File: config.mk
export PLATFORM = sky130hd
export DESIGN_NAME = oam_line_scanner
export DESIGN_NICKNAME = d
export VERILOG_FILES = /design/src/rtl/oam_line_scanner.sv
export SDC_FILE = /design/constraint.sdc
export NUM_CORES = 1
export LEC_CHECK = 0
export BUFFER_PORTS_ARGS = -buffer_cell sky130_fd_sc_hd__buf_2
export CAP_MARGIN = 0
export CORE_MARGIN = 2
export CORE_UTILIZATION = 30
export CTS_BUF_LIST = sky130_fd_sc_hd__clkbuf_8
export DETAILED_ROUTE_END_ITERATION = 12
export PLACE_DENSITY = 0.53
export SYNTH_ARGS = -nofsm -noshare
export SYNTH_HDL_FRONTEND = slang
export SYNTH_SLANG_ARGS = --single-unit
File: constraint.sdc
create_clock -name clk -period 5 [get_ports clk]
set_input_delay 1 -clock clk [delete_from_list [all_inputs] [get_ports clk]]
set_output_delay 1 -clock clk [all_outputs]
set_load 0.03 [all_outputs]
File: src/rtl/oam_line_scanner.sv
// Per-line OAM search: reads every sprite's Y byte, keeps the first MAX_PER_LINE
// sprites covering the latched line, and exposes {index, row} through a read port.
module oam_line_scanner #(
    parameter  int NUM_SPRITES  = 40,
    parameter  int MAX_PER_LINE = 10,
    parameter  int Y_OFFSET     = 16,
    localparam int IDX_W        = $clog2(NUM_SPRITES),
    localparam int SLOT_W       = $clog2(MAX_PER_LINE),
    localparam int CNT_W        = $clog2(MAX_PER_LINE + 1)
) (
    input  logic              clk,
    input  logic              rst_n,
    input  logic              start,
    input  logic              abort,
    input  logic [7:0]        line,
    input  logic              tall,
    output logic              oam_rd,
    output logic [IDX_W-1:0]  oam_idx,
    input  logic [7:0]        oam_y,
    output logic              busy,
    output logic              done,
    output logic [CNT_W-1:0]  count,
    output logic              overflow,
    input  logic [SLOT_W-1:0] sel_slot,
    output logic [IDX_W-1:0]  sel_sprite,
    output logic [3:0]        sel_row
);

    typedef enum logic [1:0] {S_IDLE, S_SCAN, S_DRAIN} state_t;

    state_t             state_q;
    logic [7:0]         line_q;
    logic               tall_q;
    logic               oam_rd_q;
    logic [IDX_W-1:0]   oam_idx_q;
    logic               done_q;
    logic [CNT_W-1:0]   count_q;
    logic               overflow_q;
    logic               cmp_vld_q;
    logic [IDX_W-1:0]   cmp_idx_q;
    logic [IDX_W-1:0]   slot_idx_q [MAX_PER_LINE];
    logic [3:0]         slot_row_q [MAX_PER_LINE];

    logic [8:0]         tgt;
    logic [8:0]         y9;
    logic [8:0]         diff;
    logic               hit;

    // 9-bit compare so line + Y_OFFSET and oam_y + height never wrap.
    assign tgt  = {1'b0, line_q} + 9'(Y_OFFSET);
    assign y9   = {1'b0, oam_y};
    assign diff = tgt - y9;
    assign hit  = (y9 <= tgt) && (tgt < (y9 + (tall_q ? 9'd16 : 9'd8)));

    always_ff @(posedge clk or negedge rst_n) begin
        if (!rst_n) begin
            state_q    <= S_IDLE;
            line_q     <= '0;
            tall_q     <= 1'b0;
            oam_rd_q   <= 1'b0;
            oam_idx_q  <= '0;
            done_q     <= 1'b0;
            count_q    <= '0;
            overflow_q <= 1'b0;
            cmp_vld_q  <= 1'b0;
            cmp_idx_q  <= '0;
            for (int i = 0; i < MAX_PER_LINE; i++) begin
                slot_idx_q[i] <= '0;
                slot_row_q[i] <= '0;
            end
        end else begin
            done_q    <= 1'b0;
            cmp_vld_q <= 1'b0;
            if (abort) begin
                state_q    <= S_IDLE;
                oam_rd_q   <= 1'b0;
                oam_idx_q  <= '0;
                count_q    <= '0;
                overflow_q <= 1'b0;
            end else begin
                if (cmp_vld_q && hit) begin
                    if (count_q < CNT_W'(MAX_PER_LINE)) begin
                        slot_idx_q[count_q[SLOT_W-1:0]] <= cmp_idx_q;
                        slot_row_q[count_q[SLOT_W-1:0]] <= diff[3:0];
                        count_q <= count_q + 1'b1;
                    end else begin
                        overflow_q <= 1'b1;
                    end
                end
                case (state_q)
                    S_IDLE: begin
                        if (start) begin
                            line_q     <= line;
                            tall_q     <= tall;
                            count_q    <= '0;
                            overflow_q <= 1'b0;
                            oam_rd_q   <= 1'b1;
                            oam_idx_q  <= '0;
                            state_q    <= S_SCAN;
                        end
                    end
                    S_SCAN: begin
                        cmp_vld_q <= 1'b1;
                        cmp_idx_q <= oam_idx_q;
                        if (oam_idx_q == IDX_W'(NUM_SPRITES - 1)) begin
                            oam_rd_q  <= 1'b0;
                            oam_idx_q <= '0;
                            state_q   <= S_DRAIN;
                        end else begin
                            oam_idx_q <= oam_idx_q + 1'b1;
                        end
                    end
                    S_DRAIN: begin
                        done_q  <= 1'b1;
                        state_q <= S_IDLE;
                    end
                    default: state_q <= S_IDLE;
                endcase
            end
        end
    end

    assign oam_rd   = oam_rd_q;
    assign oam_idx  = oam_idx_q;
    assign busy     = (state_q != S_IDLE);
    assign done     = done_q;
    assign count    = count_q;
    assign overflow = overflow_q;

    always_comb begin
        sel_sprite = '0;
        sel_row    = '0;
        if (int'(sel_slot) < MAX_PER_LINE) begin
            sel_sprite = slot_idx_q[sel_slot];
            sel_row    = slot_row_q[sel_slot];
        end
    end

endmodule

== Word-level counts from Yosys, hierarchy flattened ==
Index checks and enable logic that the tools add are counted.

* $add $sub $neg: 5
* Reduce and logical (&&, ||, !) cells: 12
* Bitwise gates (word level): 3
* Magnitude comparators: 7
* Eq/ne operators: 5
* Multiplexer cells: 41

{| class="wikitable"
|+ Operators with widths
! kind !! count
|-
| 60-bit bitwise mux || 1
|-
| 6-bit 2-to-1 mux || 7
|-
| 40-bit bitwise mux || 1
|-
| 4-bit 2-to-1 mux || 9
|-
| 6-bit binary-select mux with 4-bit select || 1
|-
| 6-bit demux with 4-bit select || 1
|-
| 4-bit binary-select mux with 4-bit select || 1
|-
| 4-bit demux with 4-bit select || 1
|-
| 1-bit 2-to-1 mux || 12
|-
| 6-bit case mux with 2 select lines || 1
|-
| 5-bit >= comparator, second input constant || 2
|-
| 4-bit inverter with 5-bit output || 2
|-
| 8-bit by 5-bit adder with 9-bit output || 1
|-
| 8-bit by 5-bit adder with 9-bit output, second input constant || 1
|-
| 8-bit by 9-bit <= comparator with 1-bit output || 1
|-
| 9-bit < comparator || 1
|-
| 3-bit AND reduction || 3
|-
| 4-bit < comparator, second input constant || 2
|-
| 6-bit by 1-bit adder with 6-bit output, second input constant || 1
|-
| 6-bit equality test, second input constant || 1
|-
| 2-bit 2-to-1 mux || 3
|-
| 3-bit != test, second input constant || 2
|-
| 2-bit AND reduction || 3
|-
| 5-bit by 1-bit < comparator with 1-bit output, second input constant || 1
|-
| other kinds (12) || 14
|}

* Input bits: 25
* Logic and storage cells: 103
* Bits in registers: 131
* Output and inout bits: 24

== Logic depth before layout (Yosys ltp) ==
* Depth after elaboration: 9
* Gate-level depth with buffers: 13
* Depth with buffers taken out: 12

== Worst setup path after synthesis ==
OpenSTA, ideal clock, no wires.

* Path kind: input to output
* From: in sel_slot[0]
* To: out sel_sprite[5]
* Setup slack: 1.018 ns
* Cell stages on the path: 6
* Arrival time: 2.982 ns
* Path buffers: 2
* Data required time: 4.000 ns
* Path through: buf_1 -> clkbuf_1 -> mux2i_1 -> nor2_1 -> mux2i_1 -> o21ai_0

* Longest elaborated chain between the ends: 5

{| class="wikitable"
|+ RTL lines
! element !! RTL line !! source
|-
| from (decl) || 24 || <nowiki>input logic [SLOT_W-1:0] sel_slot,</nowiki>
|-
| 4-bit inverter with 5-bit output (not written as such) || 134 || <nowiki>sel_sprite = slot_idx_q[sel_slot];</nowiki>
|-
| 6-bit binary-select mux with 4-bit select || 134 ||
|-
| 6-bit 2-to-1 mux (not written as such) (2 in a row) || 134 ||
|-
| 6-bit 2-to-1 mux * || 133 || <nowiki>if (int'(sel_slot) < MAX_PER_LINE) begin</nowiki>
|-
| to (decl) || 25 || <nowiki>output logic [IDX_W-1:0] sel_sprite,</nowiki>
|}

Every way passes the cells marked *; elsewhere a longest branch is shown, timed or not. The select of a mux whose other input is x is not followed.

== Final worst setup path ==
* From: in oam_y[3]
* To: reg slot_idx_q[38] (netlist bit)

* Longest elaborated chain between the ends: 5

{| class="wikitable"
|+ RTL lines
! element !! RTL line !! source
|-
| from (decl) || 19 || <nowiki>input logic [7:0] oam_y,</nowiki>
|-
| 8-bit by 5-bit adder with 9-bit output || 53 || <nowiki>assign hit = (y9 <= tgt) && (tgt < (y9 + (tall_q ? 9'd16 : 9'd8)));</nowiki>
|-
| 9-bit < comparator || 53 ||
|-
| 1-bit logical AND * || 53 ||
|-
| 1-bit logical AND * || 81 || <nowiki>if (cmp_vld_q && hit) begin</nowiki>
|-
| 3-bit AND reduction (no source line) * || - ||
|-
| to (signal, indexed assignment) || 83 || <nowiki>slot_idx_q[count_q[SLOT_W-1:0]] <= cmp_idx_q;</nowiki>
|-
| to (decl) || 41 || <nowiki>logic [IDX_W-1:0] slot_idx_q [MAX_PER_LINE];</nowiki>
|}

Every way passes the cells marked *; elsewhere a longest branch is shown, timed or not.
A chain may end at the register's enable or synchronous reset.

==> metrics.yaml <==
pwr-share-clk_pct: 33.0
avgSynthCellArea_um2: 12.8
wl_per_cell_um: 18.0
fin_crit_sh_pct: 79.9
max-cap-violations: 0
p_seq_share_pct: 44.7
synth_top_area_share_pct: 48.3
post_cts_resized: 0
tns_ns: 0
p_int_uw: 1760
grt_max_degree: 65
drt-total-wl_mm: 15.8
preCtsSetupSlack_ns: 0.468
worst_slack_ns: 1.00
root_buffer: "clkbuf_8"
grt_pass1_wl_mm: 26.3
grt-ovfl-total: 0
r2r_setup_slack_ns: 1.13
coreArea_um2: 22400
synth_cell_type_count: 51
fmax_mhz: 250
cts.sinks: 131
port_buffers: 48
grt_pass1_vias: 4848
rsz0062_at_grt: "no"
fp.dieH_um: 154
holdBufCountCts: 0
crit_top_cell: "ha_1"
combPwrFrac_pct: 22.2
startpoint_type: "primary input"
area_delta_synth_final_pct: 14.0
setup_violations: 0
numCtsBuffers: 17
p_per_area_nw_per_um2: 333
dp_hpwl_mm: 11.2
routabilityCongestion: 0.844
critPathMaxStageDelay_ns: 0.79
r2r_start: "tall_q$_DFFE_PN0P_"
track_usage_pct: 14.1
via_per_inst: 5.05
cp-startpoint: "oam_y[3]"
ir_worst_vdd_uv: 167
synth-edff-count: 0
power.switching_uw: 819
ys_top_cells_by_area: "dfrtp_1 (48%), mux2_2 (15%), mux4_2 (6.6%)"
syn-num-nets: 582
antenna_left: 0
rr_endpoint: "slot_idx_q[38]$_DFFE_PN0P_"
ys_async_sr_fraction_pct: 100
fin_skew_ns: 0.0109
critPathKind: "in2reg"
swShare_pct: 31.8
clockBufferDepth: 2
end_kind: "register"
drtIter0Drc: 214
worstMarginPinSlew_ns: 1.10
outcome: "finished, final reports clean"
die_x_um: 154
synth_area_um2: 6790
slew_viol_final: 0
dieArea_um2: 23800
slowest_stage: "nor4_4"
placed_cell_area_um2: 7360
p_leak_uw: 0.00367
min_period_ns: 4.00
path_depth: 12
cp-endpoint: "slot_idx_q[38]$_DFFE_PN0P_"
final_cell_mix: "dfrtp_1 (131), mux2_2 (93), buf_2 (47)"
initial_core_util_pct: 30.3
synthCells: 530
core.rowCount: 55
cts_setup_buffers: 0
first_pass_iters: 4
crit_fanout: 10
final_nets: 636
ys_seq_area_share_pct: 48.3
hp-class: "reg2reg"
crit_family: "simple AND/OR/NAND/NOR gates"
max_slew_margin_pct: 26.6
synth_top_area_cell: "dfrtp_1"
pin_count: 49
cts.htree.levels: 4
finalInstanceArea_um2: 7740
crit_arrival_ns: 4.32
hold_viol_final: 0
total_power_uw: 2580
layout_commonest_cell: "dfrtp_1"
ff2ff_path_depth: 12
synth-main-ff-cell: "dfrtp_1"
clkTransAtPathRegs_ns: 0.07
required_ns: 5.32
antenna_cells: 0
vias: 4449
crit_path_cell_trace: "buf_2, ha_1, inv_1, fa_1, nor2_1, xnor2_1, ha_1, nand3_1, and4b_1, o21ai_1, nor4_4, mux2_2"
ys_ff_latch: 131
antenna_found_initial: 0
cts_tree: "yes"
clock_latency_ns: 0.44
drc: 0
yosys_warnings: 0
worst-path-buf-inv: 2
layout-drive-gt1-share_pct: 36.4
## registers in the layout (all words and copies together) (netlist names)
signal      cells
cmp_idx_q       6
line_q          8
oam_rd          1
done            1
slot_row_q     40
slot_idx_q     60
count           4
cmp_vld_q       1
oam_idx         6
overflow        1
state_q         2
tall_q          1
## through the flow
step	instances	util, %	hold WS (ns)
after floorplan	530	-	0.437
after global placement	850	32.8	0.464
after detailed placement	850	32.8	0.467
after CTS	881	34.5	0.482
after global routing	881	34.5	0.514
final	881	34.5	0.475
## synth_stat cells (2+ instances only)
cell type,number
xnor2_1,2
buf_1,9
nor2_1,18
a21o_1,3
clkbuf_1,13
a31oi_1,3
nand4_1,5
mux2_1,2
nor2b_1,6
mux2i_1,22
mux4_2,20
nor4_4,10
mux2_4,4
inv_1,32
nand4b_1,2
mux2_2,93
buf_2,2
nand3b_1,2
nand2_1,28
nand3_1,19
a21oi_1,16
dfrtp_1,131
fa_1,2
nor4_1,2
xor2_1,7
nor3b_1,2
o21ai_0,26
and3_1,2
ha_1,25
## metal layers
| layer | global-route usage, % | part of all wire [%] |
|---|---|---|
| met4 | 4.37 | 1.3 |
| met3 | 2.72 | 2.3 |
| met1 | 18.5 | 46 |
| met2 | 23.7 | 50 |
| met5 | 0 | 0 |
## cell type report
cell class | instances | area [µm²]
clock buffers | 23 | 317
multi-input cells | 340 | 3260
repair buffers | 61 | 340
flip-flops and latches | 131 | 3280
clock inverters | 8 | 60.1
inverters | 33 | 124
fillers | 2245 | 14700
well taps | 285 | 357
## power groups by stage
stage | Combinational (µW) | Sequential [µW] | Clock, µW
after global routing | 639 | 1160 | 925
after floorplan | 457 | 1160 | 0
after CTS | 579 | 1150 | 878
final | 573 | 1150 | 852
after global placement | 560 | 1170 | 0
after detailed placement | 576 | 1170 | 0
## how the worst min path moves through the flow
| stage | start | to | depth (start not counted) | slack, ns |
|---|---|---|---|---|
| floorplan | state_q[0]$_DFFE_PN0P_ | done$_DFF_PN0_ | 1 | 0.44 |
| global placement | state_q[0]$_DFFE_PN0P_ | done$_DFF_PN0_ | 1 | 0.46 |
| detailed placement | oam_rd$_DFFE_PN0P_ | oam_rd$_DFFE_PN0P_ | 1 | 0.47 |
| CTS | oam_rd$_DFFE_PN0P_ | oam_rd$_DFFE_PN0P_ | 1 | 0.48 |
| global route | state_q[0]$_DFFE_PN0P_ | done$_DFF_PN0_ | 1 | 0.51 |
| finish | oam_rd$_DFFE_PN0P_ | oam_rd$_DFFE_PN0P_ | 1 | 0.47 |
## cell families after synthesis
| kind of cell | count (synthesis) | share of synthesized area [%] |
|---|---|---|
| compound gates | 60 | 5.25 |
| flops | 131 | 48.3 |
| fa+ha+maj | 27 | 5.20 |
| simple gates | 103 | 9.92 |
| xor+xnor | 9 | 1.16 |
| mux | 141 | 26.5 |
| buf+inv | 59 | 3.65 |
Power figures use the tool's default switching activity.
